File: src/rtl/fas_pkg.sv
// Shared constants and operation encoding for the registered add/subtract block.
package fas_pkg;

  localparam int FAS_WIDTH_DEFAULT = 8;

  typedef enum logic {
    OP_ADD = 1'b0,
    OP_SUB = 1'b1
  } fas_op_e;

endpackage

File: src/rtl/fas_full_adder.sv
// One-bit full adder cell, chained by fas into a ripple-carry adder.
module full_adder (
  input  logic a,
  input  logic b,
  input  logic cin,
  output logic s,
  output logic cout
);

  logic w_p;

  assign w_p  = a ^ b;
  assign s    = w_p ^ cin;
  assign cout = (a & b) | (cin & w_p);

endmodule

File: src/rtl/fas.sv
// Registered WIDTH-bit ripple-carry adder/subtractor.
// Subtraction is A + ~B + 1, so Cout doubles as the "no borrow" flag.
module fas
  import fas_pkg::*;
#(
  parameter int WIDTH = FAS_WIDTH_DEFAULT
) (
  input  logic             clk,
  input  logic             rst,
  input  logic [WIDTH-1:0] A,
  input  logic [WIDTH-1:0] B,
  input  logic             S,
  output logic [WIDTH-1:0] Sum,
  output logic             Cout
);

  logic [WIDTH-1:0] w_b_op;
  logic [WIDTH-1:0] w_sum;
  logic [WIDTH:0]   w_carry;
  logic [WIDTH-1:0] r_sum;
  logic             r_cout;

  // Selecting subtract inverts B and injects the +1 through the carry-in.
  assign w_b_op     = B ^ {WIDTH{S == OP_SUB}};
  assign w_carry[0] = S;

  for (genvar i = 0; i < WIDTH; i++) begin : g_bit
    full_adder u_fa (
      .a    (A[i]),
      .b    (w_b_op[i]),
      .cin  (w_carry[i]),
      .s    (w_sum[i]),
      .cout (w_carry[i+1])
    );
  end

  always_ff @(posedge clk) begin
    if (rst) begin
      r_sum  <= '0;
      r_cout <= 1'b0;
    end else begin
      r_sum  <= w_sum;
      r_cout <= w_carry[WIDTH];
    end
  end

  assign Sum  = r_sum;
  assign Cout = r_cout;

endmodule

File: config.mk
export PLATFORM = sky130hd
export DESIGN_NAME = fas
export DESIGN_NICKNAME = d
export VERILOG_FILES = /design/src/rtl/fas_pkg.sv /design/src/rtl/fas_full_adder.sv /design/src/rtl/fas.sv
export SDC_FILE = /design/constraint.sdc
export NUM_CORES = 1
export LEC_CHECK = 0
export ABC_AREA = 1
export CORE_MARGIN = 2
export CORE_UTILIZATION = 25
export CTS_BUF_LIST = sky130_fd_sc_hd__clkbuf_4
export CTS_CLUSTER_SIZE = 25
export DETAILED_ROUTE_END_ITERATION = 6
export PLACE_DENSITY_LB_ADDON = 0.1
export SYNTH_ARGS = -nofsm -noshare
export SYNTH_HDL_FRONTEND = slang
export SYNTH_SLANG_ARGS = --single-unit
File: constraint.sdc
create_clock -name clk -period 13.4 [get_ports clk]
set_input_delay 4.02 -clock clk [delete_from_list [all_inputs] [get_ports clk]]
set_output_delay 4.02 -clock clk [all_outputs]
set_load 0.02 [all_outputs]
==> results.sh <==
export IMPL_hold_start="A[0]"
export IMPL_timing_fmax_mhz=129
export IMPL_synth_cells=48
export IMPL_min_delay_path_class="in2reg"
export IMPL_final_instance_count_excl_fill=104
export IMPL_grt_max_degree=10
export IMPL_cts_buffers=3
export IMPL_yosysTopAreaCellShare=0.365
export IMPL_yosysMostFrequentCell="inv_1"
export IMPL_fin_ws_ns=5.65
export IMPL_final_antenna_net_count=0
export IMPL_cp_common_cell="fa_1"
export IMPL_ys_top_cells_by_count="inv_1, dfxtp_1, nor2_1"
export IMPL_syn_avg_cell_area_um2=10.3
export IMPL_cp_cell_sequence="clkdlybuf4s50_1 -> xnor2_1 -> fa_1 -> fa_1 -> fa_1 -> fa_1 -> fa_1 -> fa_1 -> inv_1 -> fa_1 -> inv_1 -> nor2_1"
export IMPL_setup_tns_ns=0
export IMPL_synth_simple_area_share=0.0759
export IMPL_whs_path_depth=3
export IMPL_wl_per_cell_um=7.94
export IMPL_worst_setup_path_start_kind="primary input"
export IMPL_ys_flop_type="dfxtp_1"
export IMPL_critPathMaxStageDelay_ns=0.76
export IMPL_ys_seq_area_frac=0.365
export IMPL_synth_area_leaders="dfxtp_1, fa_1, xnor2_1"
export IMPL_crit_arrival_ns=7.89
export IMPL_yosysTopAreaCell="dfxtp_1"
export IMPL_cts_resized=0
export IMPL_rows=16
export IMPL_worst_path_max_fanout=8
export IMPL_grt_pass1_wl_um=1490
export IMPL_cts_tree="yes"
export IMPL_rsz0062_at_grt="no"
export IMPL_ys_warn_count=0
export IMPL_synthesis_nets=74
export IMPL_wirelength_um=826
export IMPL_finalHoldViolCount=0
export IMPL_start_util=0.257
export IMPL_ys_types=11
export IMPL_post_route_drc_count=0
export IMPL_worstSetupPathType="in2reg"
export IMPL_grt_pass1_vias=357
export IMPL_final_area_um2=812
export IMPL_core_mm2=0.00192
export IMPL_die_area_mm2=0.00235
export IMPL_ir_worst_vdd_v=0.0000442
export IMPL_synth_adder_area_share=0.284
export IMPL_antenna_found_initial=0
export IMPL_worst_pin_slew_ns=0.467
export IMPL_place_inst=100
export IMPL_grt_util_all_layers=0.0860
export IMPL_cts_root_buf="clkbuf_4"
export IMPL_synth_top_family_by_area="adder cells"
export IMPL_antenna_cells=0
export IMPL_area_growth_pct=64.3
export IMPL_relSlewSlack=0.687
export IMPL_clk_path_buf_depth=2
export IMPL_path_clk_slew_ns=0.06
export IMPL_synth_mux_area_frac=0
export IMPL_maxCapViolCount=0
export IMPL_async_reset_ff_frac=0
export IMPL_htree_levels=1
export IMPL_first_iter_violations=5
export IMPL_slew_violations=0
export IMPL_required_ns=13.54
export IMPL_final_nets=104
export IMPL_cts_hold_buf=0
export IMPL_layout_drive_gt1_share=0.0649
export IMPL_pre_cts_slack_ns=5.32
export IMPL_synth_compound_area_share=0.0203
export IMPL_synth_seq_cells=9
export IMPL_grt_ovfl_total=0
export IMPL_synth_enable_flop_cells=0
export IMPL_status="finished clean"
export IMPL_clock_sinks=9
export IMPL_dpl_cell_area_um2=782
export IMPL_synth_xor_area_frac=0.139
export IMPL_vias=377
export IMPL_synth_area_um2=494
export IMPL_crit_start="S"
export IMPL_design_power_total_mw=0.0855
export IMPL_die_h_um=48.5
export IMPL_place_hpwl_um=706
export IMPL_port_buffers=27
export IMPL_crit_path_end_kind="flop"
export IMPL_post_cts_buffers=0
export IMPL_via_per_inst=3.63
export IMPL_leakagePower_nw=0.348
export IMPL_timing_final_crit_share=0.579
export IMPL_die_x_um=48.5
export IMPL_timing_critical_path_slowest_stage_cell="clkdlybuf4s50_1"
export IMPL_ioPinCount=28
export IMPL_setup_viol=0
export IMPL_dr_pass1_iters=3
export IMPL_fin_crit_ns=7.75
export IMPL_place_gp_congestion=0.649
export IMPL_pwr_density_cell_mw_per_mm2=105
-- layout by cell type, fill, tap and decap left out --
cell	netlist	final
clkdlybuf4s50_1	0	27
inv_1	11	11
dfxtp_1	9	9
nor2_1	8	8
fa_1	7	7
xnor2_1	6	6
clkbuf_4	0	4
nand2_1	2	2
xor2_2	1	1
a21oi_1	1	1
o21ai_1	1	1
-- power by group --
group	switching [mW]	internal (mW)	leakage [nW]	total [mW]
clock network	0.00860	0.0134	0.0184	0.0220
registers	0.000965	0.0310	0.0750	0.0319
logic	0.0144	0.0172	0.254	0.0316
-- layer usage --
| metal | vias to the layer above | part of all wire | track usage |
|---|---|---|---|
| met5 | - | 0 | 0 |
| met4 | 0 | 0.016 | 0.0571 |
| met3 | 2 | 0.069 | 0.0340 |
| met2 | 15 | 0.53 | 0.139 |
| met1 | 170 | 0.39 | 0.0933 |
| li1 | 190 | - | - |
-- path summary, 6_finish.rpt --
kind	end
max	Sum[7]$_SDFF_PP0_
min	Sum[0]$_SDFF_PP0_
-- stage by stage --
stage	hold slack, ns	util
finish	4.38	0.423
detailed placement	4.63	0.407
global placement	4.62	0.407
global route	4.38	0.423
CTS	4.36	0.423
floorplan	4.17	-
-- state kept, by name (all words and copies together), names as in the netlist --
signal and count:
Cout 1, Sum 8
-- cells by family (layout without fill, tap and decap cells) --
group | count (synthesis) | in the layout
AO/OA/AOI/OAI | 2 | 2
XOR/XNOR | 7 | 7
adder cells (fa/ha/maj) | 7 | 7
buffers and inverters | 13 | 42
flip-flops | 9 | 9
AND/OR/NAND/NOR | 10 | 10
-- critical path, delay by kind of cell --
kind	cells	cell delay, ns
and+or+nand+nor	1	0.03
xor gates and xnor gates	1	0.17
buffers and inverters	3	0.91
adders and majority gates	7	2.77
-- area by class of cell --
class,instances,area [um2]
Sequential cell,9,180
Fill cell,210,1110
Clock buffer,4,30.0
Inverter,11,41.3
Tap cell,27,33.8
Multi-Input combinational cell,26,256
Timing Repair Buffer,27,270
No activity file was read; power rests on OpenSTA's default activity.
==> RTL change 1 (same flow settings) <==
Register the output `Cout` once more, without a reset; this adds one clock of latency there. The other outputs are not delayed to match.
--- a/src/rtl/fas.sv
+++ b/src/rtl/fas.sv
@@ -47,3 +47,5 @@
   assign Sum  = r_sum;
-  assign Cout = r_cout;
+  always_ff @(posedge clk) begin
+    Cout <= r_cout;
+  end
 
Formal check against the unedited RTL: not equivalent (Yosys sat finds a counterexample within 4 cycles, from zero or initial values and one cycle with rst high).
==> RTL change 1 against the original RTL <==
Wire length is 7.5% higher. Largest cell class unchanged. Cell area up 1.5%. Largest power group unchanged. Utilization increased by 0.21 points. First-iteration DRC count fell by 20%. Worst setup slack worse by 0.027 ns. Sequential cell count rose by 1. Power up 1.2%. Area after synthesis is 4.1% higher. Highest routed layer unchanged. Critical endpoint unchanged.
==> RTL change 1: results (changes against the original RTL) <==
metric	value	unit	change
status	finished, final reports clean		unchanged
bufAreaShareNonClock	32.8	%	was 33.3%
drv_cap	0		unchanged
leakage	0.351	nW	was 0.348 nW
drive_above_1_share	5.19	%	was 6.49%
hold_end	Cout		was Sum[0]
seqCellArea	200	um^2	was 180 um^2
cts.sinks	10		was 9
m1WireLength	357	um	was 319 um
hold_class	flop to flop		was input pin to flop
clock_cell_area_share	2.73	%	was 3.70%
vias	389		was 377
synth-seq-area-share	38.9	%	was 36.5%
met3_usage	3.99	%	was 3.40%
gp_congestion	0.632		was 0.649
grt_use_met2	13.3	%	was 13.9%
hold-path-cell-count	0		was 3
async_flop_share	0	%	unchanged
first_global_vias	384		was 357
wl_met2	429	um	was 436 um
slowest_delay	0.78	ns	was 0.76 ns
grt_first_pass_wirelength	1550	um	was 1490 um
fillCellCount	214		was 210
wire_per_inst	8.54	um	was 7.94 um
hold_ws	0.326	ns	was 4.38 ns
multi_input_area_share	31.1	%	was 31.6%
hold_path_startpoint	r_cout		was A[0]
clk_pin_slew_worst_paths	0.06	ns	about the same
peakVddDrop	0.0400	mV	was 0.0442 mV
slew_headroom	67.0	%	was 68.7%
synth_area_leaders	dfxtp_1, fa_1, xnor2_1		unchanged
ys_top_cells_by_count	inv_1, dfxtp_1, nor2_1		unchanged
met3RoutedLength	93	um	was 57 um
track_usage	8.52	%	was 8.60%
met1_usage	9.11	%	was 9.33%
dp_hpwl	752	um	was 706 um
-- RTL change 1: cell types whose count changed after synthesis --
cell     delta
dfxtp_1     +1
-- RTL change 1: metrics by stage --
| step | cells | area (um^2) | worst slack, ns | power [mW] |
|---|---|---|---|---|
| after CTS | 104 | 825 | 5.59 | 0.0889 |
| after global placement | 101 | 802 | 5.34 | 0.0678 |
| after global routing | 104 | 825 | 5.48 | 0.0931 |
| after floorplan | 49 | 514 | 6.18 | 0.0529 |
| final | 104 | 825 | 5.62 | 0.0865 |
| after detailed placement | 101 | 802 | 5.32 | 0.0683 |
-- RTL change 1: where the power goes --
part	switching [mW]	internal [mW]	total, mW
Combinational	0.0144	0.0171	0.0316
Sequential	0.00104	0.0342	0.0353
Clock	0.00934	0.0103	0.0197
-- RTL change 1: cell families after synthesis --
kind of cell    synth area share [%]
buf+inv                         11.2
simple gates                    7.30
flops                           38.9
xor+xnor                        13.4
fa+ha+maj                       27.2
compound gates                  1.94
==> RTL change 2 (same flow settings) <==
Without the edit above. `FAS_WIDTH_DEFAULT`: 8 -> 6.
--- a/src/rtl/fas_pkg.sv
+++ b/src/rtl/fas_pkg.sv
@@ -3,3 +3,3 @@
 
-  localparam int FAS_WIDTH_DEFAULT = 8;
+  localparam int FAS_WIDTH_DEFAULT = 6;
 
Interface: changed (resized A, B and Sum); port bits go from 28 to 22. The function was not compared with the original's and may differ.
==> RTL change 2 against the original RTL <==
Sequential cell count shrank 2. Cell area shrank 23%. Critical path depth shrank 2. Hold slack lost 0.012 ns. First-iteration DRC count shrank 80%. Area after synthesis shrank 24%. Global-route usage shrank 0.23 points. Wire length shrank 32%. Worst setup slack gained 0.92 ns. Power shrank 20%. Critical endpoint is now Sum[5]. Largest cell class unchanged. Highest routed layer unchanged.
==> RTL change 2: results (changes against the original RTL) <==
metric	value	unit	change
status	finished, final reports clean		unchanged
synth_area_leaders	dfxtp_1, fa_1, xnor2_1		unchanged
synth_fp_nets	57		was 74
drt_iter0_drc	1		was 5
vias	297		was 377
dpl_worst_slack	6.29	ns	was 5.32 ns
synth-seq-area-share	37.2	%	was 36.5%
leakage	0.275	nW	was 0.348 nW
p_int	0.0501	mW	was 0.0616 mW
portBuffers	21		was 27
grt_first_pass_wirelength	1060	um	was 1490 um
synth.avg_cell_area	10.2	um^2	was 10.3 um^2
dp_cells	73		was 100
wl_met2	279	um	was 436 um
track_usage	8.37	%	was 8.60%
dr.pass1.iters	2		was 3
finalWirelength	558	um	was 826 um
drive_above_1_share	8.20	%	was 6.49%
peakVddDrop	0.0289	mV	was 0.0442 mV
met3RoutedLength	68	um	was 57 um
gp_congestion	0.637		was 0.649
first_global_vias	273		was 357
m1WireLength	191	um	was 319 um
dp_hpwl	523	um	was 706 um
fillCellCount	158		was 210
grt_max_degree	8		was 10
synth.distinct_cells	10		was 11
placed_area	596	um^2	was 782 um^2
-- RTL change 2: changes by cell type after synthesis --
| cell | unedited run | this run |
|---|---|---|
| fa_1 | 7 | 5 |
| nor2_1 | 8 | 6 |
| dfxtp_1 | 9 | 7 |
| o21ai_0 | 0 | 1 |
| buf_2 | 1 | 0 |
| xnor2_1 | 6 | 4 |
| inv_1 | 11 | 9 |
| o21ai_1 | 1 | 0 |
-- RTL change 2: final timing paths --
path	start	to	slack (ns)	cells after the start
min	A[0]	Sum[0]	4.36	3
max	S	Sum[5]	6.56	10
-- RTL change 2: power by group through the flow --
stage	Combinational [mW]	Sequential [mW]	Clock, mW
detailed placement	0.0237	0.0250	0
global placement	0.0237	0.0250	0
CTS	0.0238	0.0246	0.0216
floorplan	0.00815	0.0291	0
finish	0.0233	0.0246	0.0207
global route	0.0257	0.0249	0.0233
-- RTL change 2: kinds of logic after synthesis --
kind of cell | share of synthesized area [%]
compound gates | 2.66
xor+xnor | 13.6
fa+ha+maj | 26.6
buf+inv | 12.0
flops | 37.2
simple gates | 7.97
-- RTL change 2: area by class of cell --
| class | count | area [um^2] | share of cell area (%) |
|---|---|---|---|
| clock buffers | 4 | 30.0 | 4.80 |
| inverters | 9 | 33.8 | 5.40 |
| multi-input cells | 20 | 191 | 30.6 |
| flip-flops and latches | 7 | 140 | 22.4 |
| well taps | 16 | 20.0 | 3.20 |
| repair buffers | 21 | 210 | 33.6 |
-- RTL change 2: layer usage --
layer | GRT usage (%) | up-vias
li1 | - | 151
met4 | 9.38 | 0
met1 | 8.42 | 126
met2 | 11.5 | 16
met3 | 4.26 | 4
met5 | 0 | -
-- RTL change 2: worst min-delay path, stage by stage --
cell	delay, ns
clkdlybuf4s50_1	0.42
nand2_1	0.07
a21oi_1	0.06
-- RTL change 2: through the flow --
step	hold slack [ns]	utilization [%]	total power, mW
after floorplan	4.09	-	0.0373
after global placement	4.62	41.0	0.0487
after detailed placement	4.63	41.0	0.0488
after CTS	4.36	43.0	0.0700
after global routing	4.40	43.0	0.0739
final	4.36	43.0	0.0686
